## src/rtl/fetch_pkg.sv

```systemverilog
// Shared types and constants for the dual-issue fetch front end.
package fetch_pkg;

  localparam int unsigned INSTR_BYTES = 4;
  localparam int unsigned PAIR_BYTES  = 8;

  // One buffered instruction pair; v1/v2 mark which slots are real instructions.
  typedef struct packed {
    logic [31:0] pc;
    logic [31:0] inst1;
    logic [31:0] inst2;
    logic        v1;
    logic        v2;
  } fetch_entry_t;

  // Base address of the 8-byte pair that contains an address.
  function automatic logic [31:0] pair_base(input logic [31:0] addr);
    return addr & 32'hFFFF_FFF8;
  endfunction

endpackage

```

## src/rtl/fetch_queue.sv

```systemverilog
// Synchronous FIFO of fetch pairs with clear; push is accepted while full
// when a pop happens in the same cycle. Clear wins over push and pop.
module fetch_queue
  import fetch_pkg::*;
#(
  parameter int unsigned DEPTH = 4,
  localparam int unsigned CW = $clog2(DEPTH) + 1,
  localparam int unsigned PW = $clog2(DEPTH)
) (
  input  logic         clk,
  input  logic         rst_n,
  input  logic         clear,
  input  logic         push,
  input  fetch_entry_t push_data,
  input  logic         pop,
  output fetch_entry_t head,
  output logic [CW-1:0] count,
  output logic         full,
  output logic         empty
);

  logic [PW-1:0] wr_ptr_q, wr_ptr_d;
  logic [PW-1:0] rd_ptr_q, rd_ptr_d;
  logic [CW-1:0] count_q, count_d;
  fetch_entry_t  mem_q [DEPTH];
  logic          do_push, do_pop;

  assign empty   = (count_q == '0);
  assign full    = (count_q == CW'(DEPTH));
  assign do_pop  = pop && !empty;
  assign do_push = push && (!full || do_pop);
  assign head    = mem_q[rd_ptr_q];
  assign count   = count_q;

  // Next pointer/count values; pointers wrap naturally at the power-of-two depth.
  always_comb begin
    wr_ptr_d = wr_ptr_q;
    rd_ptr_d = rd_ptr_q;
    count_d  = count_q;
    if (clear) begin
      wr_ptr_d = '0;
      rd_ptr_d = '0;
      count_d  = '0;
    end else begin
      if (do_push) wr_ptr_d = wr_ptr_q + PW'(1);
      if (do_pop)  rd_ptr_d = rd_ptr_q + PW'(1);
      count_d = count_q + CW'(do_push) - CW'(do_pop);
    end
  end

  // Pointer and count registers.
  always_ff @(posedge clk) begin
    if (!rst_n) begin
      wr_ptr_q <= '0;
      rd_ptr_q <= '0;
      count_q  <= '0;
    end else begin
      wr_ptr_q <= wr_ptr_d;
      rd_ptr_q <= rd_ptr_d;
      count_q  <= count_d;
    end
  end

  // Entry storage; contents are meaningless outside the valid window so no reset.
  always_ff @(posedge clk) begin
    if (do_push && !clear) mem_q[wr_ptr_q] <= push_data;
  end

endmodule

```

## src/rtl/fetch_redirect_unit.sv

```systemverilog
// Dual-issue fetch front end: PC/redirect control, pair requests to a
// 1-cycle instruction memory, and a credit-managed fetch queue toward decode.
module fetch_redirect_unit
  import fetch_pkg::*;
#(
  parameter logic [31:0] RESET_PC = 32'h0000_0000,
  parameter int unsigned QDEPTH   = 4
) (
  input  logic        clk,
  input  logic        rst_n,
  output logic        imemReq,
  output logic [31:0] imemAddr,
  input  logic [31:0] imemInst1,
  input  logic [31:0] imemInst2,
  input  logic        isBranchTaken1,
  input  logic [31:0] branchPC1,
  input  logic        isBranchTaken2,
  input  logic [31:0] branchPC2,
  input  logic        decodeReady,
  output logic        fetchValid,
  output logic        fetchValid1,
  output logic        fetchValid2,
  output logic [31:0] fetchPc1,
  output logic [31:0] fetchPc2,
  output logic [31:0] fetchInst1,
  output logic [31:0] fetchInst2,
  output logic        flush
);

  localparam int unsigned CW = $clog2(QDEPTH) + 1;

  logic [31:0]   pc_q, pc_d;
  logic          skip_first_q, skip_first_d;
  logic          inflight_q, inflight_d;
  logic          tag_q, tag_d;
  logic [31:0]   resp_base_q, resp_base_d;
  logic          flush_q, flush_d;

  logic          redirect;
  logic [31:0]   target;
  logic [CW:0]   credit_sum;
  logic          resp_live;
  logic          pop;
  fetch_entry_t  resp_entry;
  fetch_entry_t  q_head;
  logic [CW-1:0] q_count;
  logic          q_full, q_empty;

  // The older execute slot wins when both resolve taken in the same cycle.
  assign redirect = isBranchTaken1 | isBranchTaken2;
  assign target   = isBranchTaken1 ? branchPC1 : branchPC2;

  // Queued plus in-flight pairs never exceed the depth, so a returning pair
  // always finds a free slot.
  assign credit_sum = {1'b0, q_count} + (CW+1)'(inflight_q);
  assign imemReq    = rst_n && !redirect && !q_full && (credit_sum < (CW+1)'(QDEPTH));
  assign imemAddr   = pair_base(pc_q);

  // A response arriving during a redirect is stale; the queue clear drops it.
  assign resp_live  = inflight_q && !redirect;
  assign resp_entry = '{pc: resp_base_q, inst1: imemInst1, inst2: imemInst2,
                        v1: !tag_q, v2: 1'b1};

  // Decode handshake: a pair transfers on any cycle where fetchValid and
  // decodeReady are both high; fetchValid never depends on decodeReady, and
  // the head stays stable until it transfers or a redirect/reset flushes it.
  assign pop = fetchValid && decodeReady;

  // Next PC, skip-first, in-flight tracking and flush pulse.
  always_comb begin
    pc_d         = pc_q;
    skip_first_d = skip_first_q;
    inflight_d   = 1'b0;
    tag_d        = tag_q;
    resp_base_d  = resp_base_q;
    flush_d      = redirect;
    if (redirect) begin
      pc_d         = pair_base(target);
      skip_first_d = target[2];
    end else if (imemReq) begin
      pc_d         = pair_base(pc_q) + PAIR_BYTES;
      inflight_d   = 1'b1;
      tag_d        = skip_first_q;
      resp_base_d  = pair_base(pc_q);
      skip_first_d = 1'b0;
    end
  end

  // Control registers.
  always_ff @(posedge clk) begin
    if (!rst_n) begin
      pc_q         <= RESET_PC;
      skip_first_q <= RESET_PC[2];
      inflight_q   <= 1'b0;
      tag_q        <= 1'b0;
      resp_base_q  <= '0;
      flush_q      <= 1'b0;
    end else begin
      pc_q         <= pc_d;
      skip_first_q <= skip_first_d;
      inflight_q   <= inflight_d;
      tag_q        <= tag_d;
      resp_base_q  <= resp_base_d;
      flush_q      <= flush_d;
    end
  end

  fetch_queue #(.DEPTH(QDEPTH)) u_queue (
    .clk       (clk),
    .rst_n     (rst_n),
    .clear     (redirect),
    .push      (resp_live),
    .push_data (resp_entry),
    .pop       (pop),
    .head      (q_head),
    .count     (q_count),
    .full      (q_full),
    .empty     (q_empty)
  );

  assign fetchValid  = !q_empty;
  assign fetchValid1 = !q_empty && q_head.v1;
  assign fetchValid2 = !q_empty && q_head.v2;
  assign fetchPc1    = q_head.pc;
  assign fetchPc2    = q_head.pc + INSTR_BYTES;
  assign fetchInst1  = q_head.inst1;
  assign fetchInst2  = q_head.inst2;
  assign flush       = flush_q;

endmodule

```

## config.mk

```make
export PLATFORM = sky130hd
export DESIGN_NAME = fetch_redirect_unit
export DESIGN_NICKNAME = d
export VERILOG_FILES = /design/src/rtl/fetch_pkg.sv /design/src/rtl/fetch_queue.sv /design/src/rtl/fetch_redirect_unit.sv
export SDC_FILE = /design/constraint.sdc
export NUM_CORES = 1
export LEC_CHECK = 0
export ABC_AREA = 1
export CORE_MARGIN = 3
export CORE_UTILIZATION = 40
export CTS_CLUSTER_SIZE = 30
export DETAILED_ROUTE_END_ITERATION = 8
export PLACE_DENSITY = 0.61
export SLEW_MARGIN = 20
export SYNTH_ARGS = -nofsm -noshare
export SYNTH_HDL_FRONTEND = slang
export SYNTH_HIERARCHICAL = 1
export SYNTH_SLANG_ARGS = --single-unit
```

## constraint.sdc

```tcl
create_clock -name clk -period 18.9 [get_ports clk]
set_clock_uncertainty 0.2 [all_clocks]
set_input_delay 2.835 -clock clk [delete_from_list [all_inputs] [get_ports clk]]
set_output_delay 2.835 -clock clk [all_outputs]
set_load 0.01 [all_outputs]
```

Yosys cells after proc, flatten, opt, wreduce, memory -nomap -nowiden
Memories as Yosys holds them, arrays and structs flattened. A register that Yosys moved wholly into a read port is not among the register bits.
Cells that the tools add are included.
{"block": "totals", "in_bits": 133, "n_memories": 1, "out_inout_bits": 165, "elab_cells": 52, "reg_bits": 72, "ramBits": 376}
{"memory": "u_queue.mem_q", "depth": 4, "width": 94, "rd": 1, "rd_ports_with_merged_regs": 1, "write_ports": 1, "line_no": "fetch_queue.sv:25", "rtl": "fetch_entry_t mem_q [DEPTH];"}
{"block": "op_classes", "bitwise_logic": 3, "n_addsub": 7, "eq_ne": 1, "reduce_logical": 19, "magnitude_cmp": 1, "muxes": 10}
{"operator": "2-to-1 mux 32 bit", "n": 3}
{"operator": "adder 32 x 3 -> 32 bit (second input constant)", "n": 1}
{"operator": "adder 32 x 4 -> 32 bit (second input constant)", "n": 1}
{"operator": "logical AND 1 bit", "n": 9}
{"operator": "2-to-1 mux 1 bit", "n": 5}
{"operator": "adder 2 x 1 -> 2 bit (second input constant)", "n": 2}
{"operator": "adder 3 x 1 -> 4 bit", "n": 1}
{"operator": "logical NOT 1 bit", "n": 4}
{"operator": "< comparator 4 x 3 -> 1 bit (second input constant)", "n": 1}
{"operator": "2-to-1 mux 2 bit", "n": 2}
{"operator": "adder 3 x 1 -> 3 bit", "n": 1}
{"operator": "== test 3 bit (second input constant)", "n": 1}
{"operator": "logical NOT 3 bit", "n": 1}
{"operator": "subtractor 3 x 1 -> 3 bit", "n": 1}
{"operator": "inverter 1 bit", "n": 2}
{"operator": "AND reduction 2 bit", "n": 1}
{"operator": "nonzero test 2 bit", "n": 1}
{"operator": "OR reduction 2 bit", "n": 1}
{"operator": "logical AND 1 bit (second input constant)", "n": 1}
{"operator": "logical OR 1 bit", "n": 1}
{"operator": "OR 1 bit", "n": 1}

Depth between registers and ports, before layout
Gate-level depths: netlist (run 1).
{"block": "depth", "depth_word": 9, "ltp_mapped": 16}

Modules after synthesis
The synthesis (run 1) kept the hierarchy.
{"module": "fetch_queue", "cells_per_inst": 1021, "n_inst": 1, "area_per_inst_um2": 15013.1, "seq_area_each_um2": 11951.5}
{"module": "fetch_redirect_unit", "cells_per_inst": 677, "n_inst": 1, "area_per_inst_um2": 4191.5, "seq_area_each_um2": 1241.2}

Worst setup path after synthesis (run 1)
Ideal clock, no wire load.
{"block": "synth_timing", "kind": "in2reg", "startpoint": "input port isBranchTaken1", "endpoint": "memory u_queue/mem_q[0][0] (netlist name), enable pin", "cell_stages": 9, "path_slack_ps": 10190, "arrival_ps": 7955, "setup_ps": 555, "n_path_buf": 2, "path_cell_list": "buf_2 nor2_8 inv_1 buf_2 nor2_1 nand2_1 inv_1 nand2_1 nor2_1"}
{"block": "synth_between", "elab_chain_len": 7}
{"element": "start: declaration", "line_no": "fetch_redirect_unit.sv:15", "rtl": "input logic isBranchTaken1,"}
{"element": "OR 1 bit", "line_no": "fetch_redirect_unit.sv:50", "rtl": "assign redirect = isBranchTaken1 | isBranchTaken2;"}
{"element": "named net flush_d", "line_no": "fetch_redirect_unit.sv:37", "rtl": "logic flush_q, flush_d;"}
{"element": "logical NOT 1 bit", "line_no": "fetch_redirect_unit.sv:60", "rtl": "assign resp_live = inflight_q && !redirect;"}
{"element": "logical AND 1 bit", "line_no": "fetch_redirect_unit.sv:60"}
{"element": "named net resp_live", "line_no": "fetch_redirect_unit.sv:42", "rtl": "logic resp_live;"}
{"element": "logical AND 1 bit", "line_no": "fetch_queue.sv:31", "rtl": "assign do_push = push && (!full || do_pop);"}
{"element": "logical AND 1 bit", "line_no": "fetch_queue.sv:66", "rtl": "if (do_push && !clear) mem_q[wr_ptr_q] <= push_data;"}
{"element": "2-to-1 mux 1 bit", "line_no": "fetch_queue.sv:66"}
{"element": "2-to-1 mux 1 bit (implied by the code)", "line_no": "fetch_queue.sv:66"}
{"element": "end: declaration", "line_no": "fetch_queue.sv:25"}
The timed path passes the listed nets, and every way through them passes these cells.

Worst setup path in the final report (run 1)
{"block": "layout_timing", "startpoint": "input port rst_n", "endpoint": "output port imemReq"}
{"block": "layout_between", "elab_chain_len": 3}
{"element": "start: declaration", "line_no": "fetch_redirect_unit.sv:10", "rtl": "input logic rst_n,"}
{"element": "logical AND 1 bit (3 in series)", "line_no": "fetch_redirect_unit.sv:56", "rtl": "assign imemReq = rst_n && !redirect && !q_full && (credit_sum < (CW+1)'(QDEPTH));"}
{"element": "end: declaration", "line_no": "fetch_redirect_unit.sv:11", "rtl": "output logic imemReq,"}
No other way between the ends.

==> results of run 1 <==
## registers in the layout, summed over array words and instances (netlist names), named ones only
register,flops
flush,1
resp_base_q,29
pc_q,29
u_queue/rd_ptr_q,2
inflight_q,1
u_queue/mem_q,392
u_queue/wr_ptr_q,2
u_queue/count,3
tag_q,1
skip_first_q,1
## worst max-delay path, stage by stage
cell and delay (ns):
clkdlybuf4s50_1 0.45, buf_4 0.46, inv_2 0.22, nor3_2 0.22, nand3_4 0.27, inv_2 0.70
clkdlybuf4s50_1 0.69
## cell type report
class / count / area, um2
Tap cell: 607 / 759
Timing Repair Buffer: 307 / 3030
Inverter: 86 / 328
Clock buffer: 62 / 1310
Clock inverter: 27 / 229
Multi-Input combinational cell: 1071 / 5200
Fill cell: 4167 / 22900
Sequential cell: 463 / 13200
## Yosys cell counts (11+ instances only)
master / number / area [um2]
nor2_1: 322 / 1210
nand3_1: 56 / 280
xor2_1: 17 / 149
buf_4: 13 / 97.6
a21oi_1: 67 / 335
xnor2_1: 18 / 158
o22ai_1: 103 / 644
nand2_1: 162 / 608
dfxtp_1: 71 / 1420
nor3_1: 11 / 55.1
o21ai_0: 189 / 946
buf_6: 17 / 191
inv_1: 79 / 297
clkbuf_1: 43 / 161
edfxtp_1: 392 / 11800
o21ai_1: 62 / 310
buf_2: 18 / 90.1
## where the power goes
group	switching, mW	internal (mW)
logic	0.0438	0.0467
registers	0.0136	1.12
clock network	0.380	0.530
## metrics by stage
step	hold WS [ns]	instance area, um2	utilization (%)	setup slack (ns)	total power [mW]
5_1_grt	0.326	24100	51.2	9.74	2.20
2_1_floorplan	0.245	19300	-	10.19	1.18
3_3_place_gp	0.273	22500	48.0	10.02	1.24
4_1_cts	0.299	24100	51.2	9.97	2.15
6_report	0.299	24100	51.2	10.02	2.13
3_5_place_dp	0.285	22500	48.0	9.97	1.24
## routing by layer
layer,part of all wire (%),track usage [%]
met5,0.022,0
met4,2.4,5.64
met3,6.6,4.83
met2,48,32.6
met1,43,25.2
## cells in the final DEF (no fill, tap or decap), drive strengths merged
cell type,synthesis,final
o21ai,251,251
a31oi,3,3
a22o,1,1
fa,1,1
and2,1,1
inv,86,86
or2,2,2
a22oi,2,2
and3,1,1
o22ai,103,103
dfxtp,71,71
edfxtp,392,392
xnor2,18,18
ha,7,7
clkinvlp,0,1
clkdlybuf4s50,0,290
nand3b,1,1
nand3,58,58
a21oi,67,67
o41ai,1,1
o221ai,2,2
clkinv,0,23
nand2,167,167
a211oi,1,1
nor3,12,12
nor2,327,327
nand4,8,8
xor2,17,17
buf,50,17
bufinv,0,3
clkbuf,45,62
nor3b,1,1
conb,2,19
## worst min-delay path by stage
stage	from	endpoint	slack (ns)	cells after the start
after floorplan	skip_first_q	skip_first_q	0.24	2
after detailed placement	skip_first_q	skip_first_q	0.29	2
after CTS	skip_first_q	skip_first_q	0.30	2
after global placement	resp_base_q[18]	u_queue/mem_q[0][84]	0.27	0
final	resp_base_q[17]	u_queue/mem_q[3][83]	0.30	0
after global routing	skip_first_q	skip_first_q	0.33	2
## kinds of logic after synthesis
group	Yosys count	synth area share, %
AOI/OAI and AO/OA	431	12.0
xor gates and xnor gates	35	1.60
DFF	463	68.7
adders and majority gates	8	0.560
and+or+nand+nor	578	12.4
buffers and inverters	181	4.70
other	2	0.0391
==> flow_summary.ini, run 1 <==
[power]
peakVddDrop_v = 0.0000687
p_leak_nw = 8.46
p_per_area_nw_per_um2 = 88.5

[hold_path]
hold_class = flop to flop

[synthesis]
yosysSeqAreaShare_pct = 68.7
async_flop_share_pct = 0
ys_types = 43
netlist_area_um2 = 19200
synth-edff-count = 392
synth_area_per_cell_um2 = 11.3
syn_inst = 1698
synth_ff_type = edfxtp_1
ys_seq_elements = 463
yosysWarnings = 6

[drt]
wl_per_cell_um = 19.1
vias = 13545
drtAntennaViolNets = 0
drt-total-wl_um = 50000
first_pass_iters = 5
drt-initial-drc-count = 735
drc = 0
vias_per_cell = 5.16

[critical_path]
crit_required_ns = 15.87
crit_path_end = imemReq
reg2reg_slack_ns = 15.09
crit_start = rst_n
r2r_cells = 12
critPathCaptureType = primary output
cp.arrival_ns = 5.84
rr_endpoint = u_queue/mem_q[3][31]
path_class = input port to primary output
worstSetupStartpointType = input port
worstPathMaxFanout = 57
reg2reg_from = u_queue/count[2]

[timing]
setup_viol = 0
fin_crit_sh_pct = 47.0
maxSlewViolCount = 0
tightestPinTransition_ns = 1.02
grt_setup_unrepaired = false
hold_violations = 0
max_freq_mhz = 113
tns_ns = 0
max_slew_margin_pct = 32.2
fin_crit_ns = 8.88

[placed_design]
hpwl_um = 31500
place_inst = 2534
io_buffers = 290
gp_congestion = 0.890

[clock_network]
cts_buffer_depth = 3
path_clk_slew_ns = 0.06
tritoncts = yes
cts_max_level = 2
post_cts_buffers = 0
cts_hold_buf = 0
numCtsBuffers = 48
insertion_delay_ns = 0.58
root_buffer = clkbuf_16
clock_sinks = 463
ctsResizeCount = 0

[finish]
diodes = 0
stdcell_count = 2623
drive_above_1_share_pct = 5.70
nets = 2118
area_delta_synth_final_pct = 25.3

[floorplanning]
design.core.area_um2 = 47000
dieArea_um2 = 50700
ios = 298
die_w_um = 225
chipHeight_um = 225
floorplan.rows = 79
start_util_pct = 40.9

[global_routing]
grt_pass1_wl_um = 76400
gr-total-overflow = 0
grt_pass1_vias = 13350
grt_use_total_pct = 19.4
antenna_found_initial = 1
grt_max_degree = 107

[job]
max_cap_viol_count = 0

[run_status]
run_status = finished, final reports clean
No activity file was read; power rests on OpenSTA's default activity.
==> run 2, diff against run 1 <==
==> constraint.sdc (replaced) <==
create_clock -name clk -period 8.4 [get_ports clk]
set_clock_uncertainty 0.2 [all_clocks]
set_input_delay 1.26 -clock clk [delete_from_list [all_inputs] [get_ports clk]]
set_output_delay 1.26 -clock clk [all_outputs]
set_load 0.01 [all_outputs]
==> run 2 against run 1 <==
Core utilization up 0.056 points; flip-flop and latch count unchanged; wire length up 1.2%; register-to-register slack worse by 10 ns; die area unchanged; global-route usage about the same.
==> flow_summary.ini, run 2 (synthesized netlist as in run 1, its figures left out) <==
[drt]
first_pass_iters = 5
drt-initial-drc-count = 1080
drtAntennaViolNets = 0
drc = 0
vias_per_cell = 5.21
vias = 13678
drt-total-wl_um = 50600
wl_per_cell_um = 19.3

[floorplanning]
die_w_um = 225
dieArea_um2 = 50700
chipHeight_um = 225
floorplan.rows = 79
start_util_pct = 40.9
design.core.area_um2 = 47000
ios = 298

[power]
p_int_mw = 3.83
p_leak_nw = 8.45
p_per_area_nw_per_um2 = 200
peakVddDrop_v = 0.000128
p_comb_share_pct = 4.2
swShare_pct = 20.6
p_sw_mw = 0.993
p_total_mw = 4.82
p_seq_share_pct = 52.7
clkPwrFrac_pct = 43.1

[timing]
setup_viol = 0
fin_crit_sh_pct = 78.0
hold_violations = 0
fin_crit_ns = 6.55
tightestPinTransition_ns = 0.975
max_freq_mhz = 153
grt_setup_unrepaired = false
maxSlewViolCount = 0
max_slew_margin_pct = 35.0
tns_ns = 0

[run_status]
run_status = finished, final reports clean

[critical_path]
path_cells = buf_4 > o21ai_0 > o22ai_1 > ha_1 > nand3_1 > inv_1 > nand3_1 > inv_1 > nand3_1 > inv_1 > nand2_1 > xnor2_1 > clkdlybuf4s50_1
worstPathMaxFanout = 57
cpMaxStageDelayCell = dfxtp_2
cp_top_family = buffers and inverters
cpPeakStageDelay_ns = 0.96
reg2reg_slack_ns = 4.90
path_class = flop to primary output
crit_required_ns = 6.94
cp.arrival_ns = 5.09
crit_buf_inv = 5
worstSetupStartpointType = flop
critPathCaptureType = primary output

[placed_design]
gp_congestion = 0.894
place_area_um2 = 22500
io_buffers = 290
place_inst = 2532
hpwl_um = 32000

[finish]
regMostFlops = u_queue/mem_q
nets = 2117
layout_top_registers = u_queue/mem_q x392, pc_q x29, resp_base_q x29
fin_area_um2 = 24100
area_delta_synth_final_pct = 25.4
largest_reg_flops = 392
stdcell_count = 2624
fin_util_pct = 51.3
drive_above_1_share_pct = 5.65
final_common_cell = edfxtp_1
final_cell_mix = edfxtp_1 (392), nor2_1 (318), clkdlybuf4s50_1 (290)

[clock_network]
path_clk_slew_ns = 0.06
post_cts_buffers = 0
numCtsBuffers = 49
tritoncts = yes
insertion_delay_ns = 0.56
cts_max_level = 2
clock_sinks = 463
root_buffer = clkbuf_16
ctsResizeCount = 0
cts_hold_buf = 0
cts_buffer_depth = 3

[global_routing]
grt_pass1_wl_um = 76100
grt_use_total_pct = 19.4
grt_max_degree = 124
gr-total-overflow = 0
antenna_found_initial = 1
grt_pass1_vias = 13140

[job]
max_cap_viol_count = 0

[hold_path]
hold_class = flop to flop
-- run 2: cell count changes in the layout (fill, tap and decap cells not counted) --
cell        previous run  this run
buf_12                 0         2
buf_4                 16        13
buf_6                  1         0
clkbuf_8               1         3
clkinv_1               8         9
clkinv_2              10         8
clkinv_4               4         0
clkinv_8               1         0
clkinvlp_4             1         5
diode_2                0         1
inv_6                  1         3
-- run 2: metrics by stage --
stage	setup slack (ns)	hold slack, ns
6_report	1.85	0.301
3_5_place_dp	2.41	0.284
3_3_place_gp	2.36	0.273
2_1_floorplan	1.26	0.245
4_1_cts	1.76	0.297
5_1_grt	1.45	0.325
-- run 2: area by class of cell --
| type | count | area, um2 |
|---|---|---|
| inverter | 86 | 328 |
| fill | 4121 | 22900 |
| antenna | 1 | 2.50 |
| clock inverter | 27 | 219 |
| clock buffer | 64 | 1330 |
| multi-input combinational | 1071 | 5200 |
| timing repair buffer | 305 | 3040 |
| tap | 607 | 759 |
| sequential | 463 | 13200 |
-- run 2: power groups by stage --
stage / Clock [mW] / Combinational, mW / Sequential (mW)
after CTS: 2.13 / 0.204 / 2.54
after detailed placement: 0 / 0.203 / 2.59
final: 2.08 / 0.203 / 2.54
after global placement: 0 / 0.200 / 2.59
after global routing: 2.24 / 0.223 / 2.54
after floorplan: 0 / 0.0769 / 2.59
-- run 2: per-layer routing --
layer	share of wire (%)	GRT usage, %	vias up
li1	-	-	6583
met1	42	25.1	6547
met2	48	32.2	464
met3	7.9	5.24	82
met4	2.7	5.66	2
met5	0.022	0	-
-- run 2: worst paths after layout --
kind	start	to	cells past startpoint
worst max-delay path	flop	fetchPc2[26]	13
worst min-delay path	resp_base_q[19]	u_queue/mem_q[3][85]	0
worst max register to register	u_queue/count[2]	u_queue/mem_q[3][22]	11
worst min register to register	resp_base_q[19]	u_queue/mem_q[3][85]	0
==> run 3, diff against run 2 <==
==> constraint.sdc (replaced) <==
create_clock -name clk -period 6.38 [get_ports clk]
set_clock_uncertainty 0.2 [all_clocks]
set_input_delay 0.957 -clock clk [delete_from_list [all_inputs] [get_ports clk]]
set_output_delay 0.957 -clock clk [all_outputs]
set_load 0.01 [all_outputs]
==> run 3 against run 2 <==
Hold slack worse by 0.0012 ns; non-clock buffer count up 14; critical path depth down 3; wire length down 0.82%; highest routed layer unchanged.
==> flow_summary.ini, run 3 (synthesized netlist as in run 1, its figures left out) <==
[global_routing]
grt_pass1_wl_um = 76200
grt_use_total_pct = 19.4
antenna_found_initial = 2
grt_max_degree = 99
gr-total-overflow = 0
grt_pass1_vias = 13232

[job]
max_cap_viol_count = 0

[power]
p_sw_mw = 1.29
p_per_area_nw_per_um2 = 265
p_int_mw = 5.18
p_comb_share_pct = 4.2
swShare_pct = 20.0
peakVddDrop_v = 0.000203
p_seq_share_pct = 51.6
clkPwrFrac_pct = 44.2
p_leak_nw = 8.59

[drt]
vias = 13568
drc = 0
first_pass_iters = 5
drt-initial-drc-count = 814
wl_per_cell_um = 19.1
drtAntennaViolNets = 0
drt-total-wl_um = 50200
vias_per_cell = 5.15

[finish]
diodes = 0
final_cell_mix = edfxtp_1 (392), nor2_1 (318), clkdlybuf4s50_1 (290)
final_common_cell = edfxtp_1
regMostFlops = u_queue/mem_q
layout_top_registers = u_queue/mem_q x392, pc_q x29, resp_base_q x29
nets = 2131
largest_reg_flops = 392
drive_above_1_share_pct = 6.31
area_delta_synth_final_pct = 27.1
fin_util_pct = 52.0

[timing]
max_slew_margin_pct = 37.1
hold_violations = 0
fin_crit_ns = 5.88
grt_setup_unrepaired = false
setup_viol = 0
fin_crit_sh_pct = 92.2
tightestPinTransition_ns = 0.944
hold_slack_ns = 0.299
max_freq_mhz = 170
maxSlewViolCount = 0

[clock_network]
cts_hold_buf = 0
cts_max_level = 2
tritoncts = yes
numCtsBuffers = 49
insertion_delay_ns = 0.58
post_cts_buffers = 0
path_clk_slew_ns = 0.06
clock_sinks = 463
ctsResizeCount = 0
root_buffer = clkbuf_16
cts_buffer_depth = 3

[floorplanning]
design.core.area_um2 = 47000
floorplan.rows = 79
ios = 298
die_w_um = 225
chipHeight_um = 225
dieArea_um2 = 50700
start_util_pct = 40.9

[placed_design]
gp_congestion = 0.902
io_buffers = 290
hpwl_um = 32900

[run_status]
run_status = finished, final reports clean

[critical_path]
worstPathMaxFanout = 87
critPathCaptureType = primary output
reg2reg_slack_ns = 3.31
crit_required_ns = 5.22
path_class = flop to primary output
cp.arrival_ns = 4.72
worstSetupStartpointType = flop

[hold_path]
hold_class = flop to flop
## run 3: cell count changes in the layout (fill, tap and decap cells not counted), moves of 2 or more
cell,change
inv_6,-2
clkinvlp_4,-2
buf_4,+3
bufinv_16,+4
buf_12,+11
clkbuf_1,-3
clkbuf_8,-3
## run 3: final cells by class
| class | count | area (um2) |
|---|---|---|
| well taps | 607 | 759 |
| flip-flops and latches | 463 | 13200 |
| multi-input cells | 1071 | 5200 |
| inverters | 86 | 328 |
| fillers | 4134 | 22500 |
| clock buffers | 59 | 1310 |
| clock inverters | 30 | 332 |
| repair buffers | 319 | 3280 |
## run 3: routing by layer
layer	global-route usage (%)	up-vias	routed length, um
li1	-	6602	-
met1	25.1	6489	21200
met2	32.3	397	24000
met3	5.09	78	3660
met4	5.88	2	1350
met5	0	-	13
## run 3: critical path, stage by stage (launching register included)
cell	delay, ns
dfxtp_4	0.97
buf_4	0.53
o21ai_0	0.17
o22ai_1	0.45
nand2_1	0.13
nor2_1	0.31
nand2_1	0.09
nor3_1	0.42
nand2_1	0.15
xnor2_1	0.28
clkdlybuf4s50_1	0.60
## run 3: power groups by stage
stage	clock, mW	sequential, mW	combinational, mW
2_1_floorplan	0	3.40	0.101
3_3_place_gp	0	3.41	0.266
3_5_place_dp	0	3.41	0.268
4_1_cts	2.94	3.34	0.271
5_1_grt	3.07	3.35	0.296
6_report	2.86	3.34	0.269
## run 3: final timing paths
| kind | endpoint | cells past startpoint | startpoint |
|---|---|---|---|
| hold / removal | u_queue/mem_q[0][74] | 0 | resp_base_q[8] |
| setup / recovery | fetchPc2[31] | 10 | flop |
| setup reg to reg | u_queue/mem_q[0][21] | 11 | u_queue/count[1] |
| hold reg to reg | u_queue/mem_q[0][74] | 0 | resp_base_q[8] |
## run 3: stage by stage
step,setup TNS [ns],power [mW],instance area [um2],worst slack [ns],cells
after floorplan,-177.31,3.51,19300,-0.452,1715
after global placement,0,3.67,22800,1.11,2546
after detailed placement,0,3.68,22800,1.03,2546
after CTS,0,6.55,24400,0.416,2635
after global routing,0,6.72,24400,0.110,2635
final,0,6.48,24400,0.501,2635
